--- config.mk ---
export PLATFORM = sky130hd
export DESIGN_NAME = star_score_tracker
export DESIGN_NICKNAME = d
export VERILOG_FILES = /design/src/rtl/star_score_tracker_pkg.sv /design/src/rtl/star_score_tracker_bcd_add_sat.sv /design/src/rtl/star_score_tracker.sv
export SDC_FILE = /design/constraint.sdc
export NUM_CORES = 1
export LEC_CHECK = 0
export ABC_AREA = 0
export BUFFER_PORTS_ARGS = -buffer_cell sky130_fd_sc_hd__buf_2
export CAP_MARGIN = 20
export CORE_ASPECT_RATIO = 1.4
export CORE_MARGIN = 5
export CORE_UTILIZATION = 45
export DETAILED_ROUTE_END_ITERATION = 16
export PLACE_DENSITY_LB_ADDON = 0.15
export SLEW_MARGIN = 20
export SYNTH_ARGS = -nofsm -noshare
export SYNTH_HDL_FRONTEND = slang
export SYNTH_SLANG_ARGS = --single-unit
--- constraint.sdc ---
create_clock -name sys_clk -period 4.2 [get_ports sys_clk]
set_input_delay 0 -clock sys_clk [delete_from_list [all_inputs] [get_ports sys_clk]]
set_output_delay 0 -clock sys_clk [all_outputs]
set_load 0.02 [all_outputs]
--- src/rtl/star_score_tracker_pkg.sv ---
// Shared game definitions: star tracker FSM states, BCD limits and the default
// scoring/flash timing that the HUD and sound blocks also reuse.
package star_score_tracker_pkg;

  typedef enum logic [1:0] {
    ST_IDLE  = 2'd0,
    ST_FLASH = 2'd1,
    ST_CLEAR = 2'd2
  } star_state_e;

  localparam logic [15:0] BCD_MAX                 = 16'h9999;
  localparam logic [15:0] DEFAULT_STAR_POINTS_BCD = 16'h0100;
  localparam int unsigned DEFAULT_FLASH_CYCLES    = 25000000;

endpackage

--- src/rtl/star_score_tracker_bcd_add_sat.sv ---
// Combinational 4-digit BCD adder; a carry out of the top digit clamps the
// result to 9999 instead of wrapping.
module bcd_add_sat
  import star_score_tracker_pkg::*;
(
  input  logic [15:0] a_i,
  input  logic [15:0] b_i,
  output logic [15:0] sum_o
);

  logic [4:0]  dsum [4];
  logic [4:0]  carry;
  logic [15:0] raw;

  always_comb begin
    dsum  = '{default: '0};
    carry = '0;
    raw   = '0;
    for (int unsigned i = 0; i < 4; i++) begin
      dsum[i] = 5'(a_i[4*i +: 4]) + 5'(b_i[4*i +: 4]) + 5'(carry[i]);
      if (dsum[i] > 5'd9) begin
        raw[4*i +: 4] = 4'(dsum[i] + 5'd6);
        carry[i+1]    = 1'b1;
      end else begin
        raw[4*i +: 4] = dsum[i][3:0];
        carry[i+1]    = 1'b0;
      end
    end
    sum_o = carry[4] ? BCD_MAX : raw;
  end

endmodule

--- src/rtl/star_score_tracker.sv ---
// Turns per-star touch pulses / enable falls into one award per star per level,
// keeping star count, BCD score, the HUD flash window and level-clear status.
module star_score_tracker
  import star_score_tracker_pkg::*;
#(
  parameter int unsigned NUM_STARS       = 3,
  parameter logic [15:0] STAR_POINTS_BCD = DEFAULT_STAR_POINTS_BCD,
  parameter int unsigned FLASH_CYCLES    = DEFAULT_FLASH_CYCLES
) (
  input  logic                 sys_clk,
  input  logic                 RST_N,
  input  logic [NUM_STARS-1:0] star_en,
  input  logic [NUM_STARS-1:0] touch_star,
  input  logic                 level_restart,
  output logic [3:0]           star_count,
  output logic [15:0]          score_bcd,
  output logic                 flash,
  output logic                 all_collected,
  output logic                 level_clear
);

  localparam int unsigned PW = $clog2(NUM_STARS + 1);
  localparam int unsigned TW = (FLASH_CYCLES > 1) ? $clog2(FLASH_CYCLES) : 1;
  localparam logic [TW-1:0] TIMER_LOAD = TW'(FLASH_CYCLES - 1);
  localparam logic [3:0]    FULL_COUNT = 4'(NUM_STARS);

  logic [NUM_STARS-1:0] en_prev_q, collected_q, collected_d, new_w;
  logic [PW-1:0]        pending_q, pending_d, new_cnt;
  logic [3:0]           count_q, count_d;
  logic [15:0]          score_q, score_d, score_inc;
  logic                 award;

  star_state_e          state_q;
  logic [TW-1:0]        timer_q;
  logic                 flash_q, all_q, clear_q;

  // A star counts once whether it reports a touch, an enable fall, or both.
  assign new_w = (touch_star | (en_prev_q & ~star_en)) & ~collected_q;
  assign award = (pending_q != '0);

  bcd_add_sat u_bcd_add (
    .a_i  (score_q),
    .b_i  (STAR_POINTS_BCD),
    .sum_o(score_inc)
  );

  always_comb begin
    new_cnt = '0;
    for (int unsigned i = 0; i < NUM_STARS; i++) begin
      new_cnt = new_cnt + PW'(new_w[i]);
    end
    collected_d = collected_q | new_w;
    pending_d   = pending_q + new_cnt - PW'(award);
    count_d     = award ? count_q + 4'd1 : count_q;
    score_d     = award ? score_inc : score_q;
    if (level_restart) begin
      collected_d = '0;
      pending_d   = '0;
      count_d     = '0;
      score_d     = score_q;
    end
  end

  always_ff @(posedge sys_clk or negedge RST_N) begin
    if (!RST_N) begin
      en_prev_q   <= '1;
      collected_q <= '0;
      pending_q   <= '0;
      count_q     <= '0;
      score_q     <= '0;
    end else begin
      en_prev_q   <= star_en;
      collected_q <= collected_d;
      pending_q   <= pending_d;
      count_q     <= count_d;
      score_q     <= score_d;
    end
  end

  // An award while flashing restarts the window; with no award, pending is zero,
  // so timer expiry alone decides between CLEAR and IDLE.
  always_ff @(posedge sys_clk or negedge RST_N) begin
    if (!RST_N) begin
      state_q <= ST_IDLE;
      timer_q <= '0;
      flash_q <= 1'b0;
      all_q   <= 1'b0;
      clear_q <= 1'b0;
    end else begin
      clear_q <= 1'b0;
      if (level_restart) begin
        state_q <= ST_IDLE;
        timer_q <= '0;
        flash_q <= 1'b0;
        all_q   <= 1'b0;
      end else begin
        case (state_q)
          ST_IDLE: begin
            if (award) begin
              state_q <= ST_FLASH;
              timer_q <= TIMER_LOAD;
              flash_q <= 1'b1;
            end
          end
          ST_FLASH: begin
            if (award) begin
              timer_q <= TIMER_LOAD;
            end else if (timer_q != '0) begin
              timer_q <= timer_q - TW'(1);
            end else begin
              flash_q <= 1'b0;
              if (count_q == FULL_COUNT) begin
                state_q <= ST_CLEAR;
                all_q   <= 1'b1;
                clear_q <= 1'b1;
              end else begin
                state_q <= ST_IDLE;
              end
            end
          end
          ST_CLEAR: state_q <= ST_CLEAR;
          default:  state_q <= ST_IDLE;
        endcase
      end
    end
  end

  assign star_count    = count_q;
  assign score_bcd     = score_q;
  assign flash         = flash_q;
  assign all_collected = all_q;
  assign level_clear   = clear_q;

endmodule

==> summary.md <==
The post-layout net count was 425. In the final routed layout, each cell accounts on average for 16.65 um. No sink is reached through more buffers than the 2 on the longest clock path. For this run the aggregate overflow at the end of global routing stands at 0.

The number of diodes was 0; the highest achievable clock rate was 245.3 MHz. The critical path starts at score_bcd[1]. Clock-pin slew was measured on the worst setup and hold paths at 70 ps. Input and output buffers added on the ports amount to 31.

VDD sags by at most 0.3227 mV. The flip-flop cell with the highest count after synthesis was sky130_fd_sc_hd__dfrtp_1. The cell sitting at the root of the clock tree is a sky130_fd_sc_hd__clkbuf_8. Before antenna repair, the detailed router went through 5 iterations.

For this design the ratio of total power to cell area is 594.0 nW/um2. The synthesized design contains 58 register bits. Required time of the worst setup path: 4410 ps. The post-route netlist has 23.83% of its cells at a drive strength greater than 1.

The count of nets left with antenna violations once routing finished came out at 0. The run finished with clean final reports. The die area is 9200 um2, and the data arrival time of the critical path is 4290 ps. Walking the worst path, the cells encountered are o21ai_2 > inv_2 > ha_2 > ha_4 > nand2b_4 > a41oi_2 > a21oi_2 > inv_1 > ha_1 > inv_1 > ha_4 > nand2b_1 > and3_1 > o22a_1 > ha_2 > ha_1 > nor2_1 > a41oi_1 > o22a_2 > buf_4 > a311oi_2 > o21ai_1. The run gives 37 as the row count. The worst-margin pin slew is 726.4 ps, and the static leakage power is 1.758 nW. Counting flops with an async set or reset pin after synthesis yields a share of 100.0%. The run gives 0.9281 as the global placer's final weighted congestion. The initial utilization of the core area, before any placement, comes to 45.57%.

Across all register-to-register paths, the minimum setup slack is 120 ps. The startpoint identified for the worst register-to-register timing path is score_bcd[1]. The setup TNS came out at 0 ps.

The tools report the launching element type of the critical path as a register. The tools report the critical register-to-register path endpoint as score_bcd[11]. When the netlist entered floorplanning its net count stood at 374. The mean area per synthesized cell is 9.436 um2. The slowest cell on the critical path is sky130_fd_sc_hd__dfrtp_2.

The worst path uses 97.06% of the clock period. Detailed placement ended at an HPWL of 6.017 mm. After synthesis, the most frequently instantiated cells are sky130_fd_sc_hd__dfrtp_1 (55), sky130_fd_sc_hd__nor2_1 (39), sky130_fd_sc_hd__nand2_1 (27). At the later pin of the worst-skew pair, clock insertion delay measures 350 ps. In this design, the stage delay of the slowest critical-path cell is 410 ps. The most frequent cell after synthesis is sky130_fd_sc_hd__dfrtp_1. The core utilization of the finished layout is 54.76%. The tools report the distinct cell type count of the synthesized netlist as 59. For the maximum level of the CTS H-tree, the log shows 3. The die is 82.51 um wide.

The die is 111.5 um tall. Along the worst path, the maximum fanout reaches 6. The worst hold path belongs to the class in2reg. Global routing used 19.71% of the available tracks across all layers.

CTS saw 58 sinks. The number of warning messages in the yosys log is 0, and the number of antenna violations at the first check in global routing is 0. The mapped netlist covers 3312 um2. Yosys mapped a number of flops with a built-in enable equal to 0. The via count of the first global-routing pass is 2863.

Detailed routing inserted a total of 2892 vias. The run gives 240 as the number of design-rule violations left by the first detailed-router iteration. The worst slack at placement came out at -53.36 ps.

The synthesized design spends more area on one cell type than any other, namely sky130_fd_sc_hd__dfrtp_1. Setup violations remaining at the end of the flow were counted as 0. The area share of the largest cell type after synthesis is 41.56%, and the post-synthesis sequential area ratio is 43.94%. The global-route wire length before repair was 14.01 mm. The routed design could run at a clock period as short as 4076 ps. The growth of design area from synthesis to finish works out to 20.17%. STA classifies the critical path endpoint as a register.

The top-level port count was 32; the pin count of the biggest net entering global routing was 59. For the minimum setup slack in the final design, the log shows 123.5 ps. Across the routed clock network, the largest skew measured is 10.90 ps. The path depth of the worst reg2reg path came out at 22. The final max-slew violation count is 0, and the max capacitance violation total is 0. Setup repair after global routing could not meet its margin everywhere. The tightest slew margin relative to the limit came out at 51.25%. The tools report the capture point of the critical path as score_bcd[11]. The tools report the wire length reported by the detailed router as 8.393 mm. TritonCTS built the clock tree. The critical path start-end classification is reg2reg. The number of buffers added by the clock tree synthesis step is 9.

The core area was 7268 um2; the number of fill cells was 675. The final number of hold-violating endpoints is 0, and the post-synthesis instance total is 351. The remaining design rule violation count was 0. The average via count per standard cell is 5.738.

Ranked by total cell area, the synthesized netlist is headed by sky130_fd_sc_hd__dfrtp_1 (42%), sky130_fd_sc_hd__ha_1 (4.9%), sky130_fd_sc_hd__nor2_1 (4.4%).
-- logic make-up after synthesis --
group	count (synthesis)	synth area share [%]
flip-flops	58	43.94
XOR/XNOR	13	3.438
AND/OR/NAND/NOR	129	21.50
AO/OA/AOI/OAI	96	19.99
adder cells (fa/ha/maj)	14	5.516
multiplexers	5	1.549
buffers and inverters	36	4.080
-- area by class of cell --
class | count | area [um2] | area share [%]
Clock buffer | 14 | 172.7 | 4.338
Clock inverter | 2 | 35.03 | 0.8802
Tap cell | 97 | 121.4 | 3.049
Inverter | 27 | 101.3 | 2.546
Sequential cell | 58 | 1458 | 36.62
Timing Repair Buffer | 49 | 307.8 | 7.733
Multi-Input combinational cell | 257 | 1784 | 44.83
-- flip-flops by register name, summed over array words and instances (netlist names), 2 cells and up --
signal,flops
star_count,4
state_q,2
pending_q,2
timer_q,25
collected_q,3
en_prev_q,3
score_bcd,16
-- worst max-delay path, delay by kind of cell (launching register included) --
kind                       cells  cell delay (ps)
DFF                            1              410
and+or+nand+nor                4              540
buffers and inverters          4              370
AOI/OAI and AO/OA              8             1260
adders and majority gates      6             1330
-- power breakdown --
part	internal, mW	leakage (nW)	switching [mW]
clock network	0.322	0.107	0.224
registers	0.681	0.749	0.159
logic	0.383	0.902	0.595
-- metrics by stage --
step                hold WS, ps  std cells  power [mW]  area, um2
finish                    112.8        504       2.364       3980
global route              120.9        504       2.536       3980
CTS                       101.2        504       2.356       3934
detailed placement        116.6        480       1.797       3640
global placement          115.5        480       1.782       3640
floorplan                -295.6        351       1.514       3323
-- worst min path at each step --
stage | startpoint | to | slack [ps] | depth (start not counted)
6_report | level_restart | star_count[2] | 110 | 2
5_1_grt | level_restart | star_count[3] | 120 | 2
2_1_floorplan | RST_N | all_collected | -300 | 0
4_1_cts | level_restart | star_count[2] | 100 | 2
3_3_place_gp | star_en[2] | en_prev_q[2] | 120 | 1
3_5_place_dp | star_en[0] | en_prev_q[0] | 120 | 1
-- cell usage in the layout (no fill, tap or decap), types with 3 or more instances in the layout --
cell type / synthesis / final
sky130_fd_sc_hd__dfrtp_1: 55 / 53
sky130_fd_sc_hd__nor2_1: 39 / 38
sky130_fd_sc_hd__buf_2: 0 / 31
sky130_fd_sc_hd__nand2_1: 27 / 27
sky130_fd_sc_hd__a21oi_1: 26 / 25
sky130_fd_sc_hd__inv_1: 25 / 24
sky130_fd_sc_hd__o21ai_0: 18 / 14
sky130_fd_sc_hd__clkbuf_8: 0 / 12
sky130_fd_sc_hd__buf_4: 0 / 11
sky130_fd_sc_hd__xnor2_1: 10 / 10
sky130_fd_sc_hd__ha_1: 13 / 9
sky130_fd_sc_hd__nand4_1: 7 / 7
sky130_fd_sc_hd__dlygate4sd3_1: 0 / 7
sky130_fd_sc_hd__nand2b_1: 7 / 6
sky130_fd_sc_hd__nor4_1: 6 / 6
sky130_fd_sc_hd__a31oi_1: 5 / 5
sky130_fd_sc_hd__or4_4: 5 / 5
sky130_fd_sc_hd__a22o_1: 5 / 5
sky130_fd_sc_hd__a311oi_1: 6 / 5
sky130_fd_sc_hd__a211oi_1: 5 / 5
sky130_fd_sc_hd__or2_2: 4 / 4
sky130_fd_sc_hd__nor2b_1: 4 / 4
sky130_fd_sc_hd__nand3_1: 4 / 4
sky130_fd_sc_hd__mux2i_1: 4 / 4
sky130_fd_sc_hd__nor3_1: 4 / 4
sky130_fd_sc_hd__o21ai_1: 1 / 4
sky130_fd_sc_hd__nand4b_1: 4 / 4
sky130_fd_sc_hd__o31ai_1: 4 / 4
sky130_fd_sc_hd__o21ai_2: 2 / 3
sky130_fd_sc_hd__inv_2: 2 / 3
sky130_fd_sc_hd__xor2_1: 3 / 3
sky130_fd_sc_hd__a32o_1: 3 / 3
sky130_fd_sc_hd__o311ai_0: 3 / 3
sky130_fd_sc_hd__or3_1: 3 / 3
sky130_fd_sc_hd__dfstp_2: 3 / 3
-- metal layers --
metal,GRT usage [%],vias up,routed length [um]
li1,-,1398,-
met1,23.35,1408,3395
met2,32.49,68,4487
met3,4.450,18,308
met4,10.25,0,201
met5,0,-,0
-- timing repair --
action,4_1_cts,5_1_grt
endpoints found under the hold margin,61,0
setup buffers,1,0
setup endpoints to repair,8,15
gates resized for setup,2,10
pin swaps,2,4
hold buffers,7,0
(Power assumes the default switching activity.)
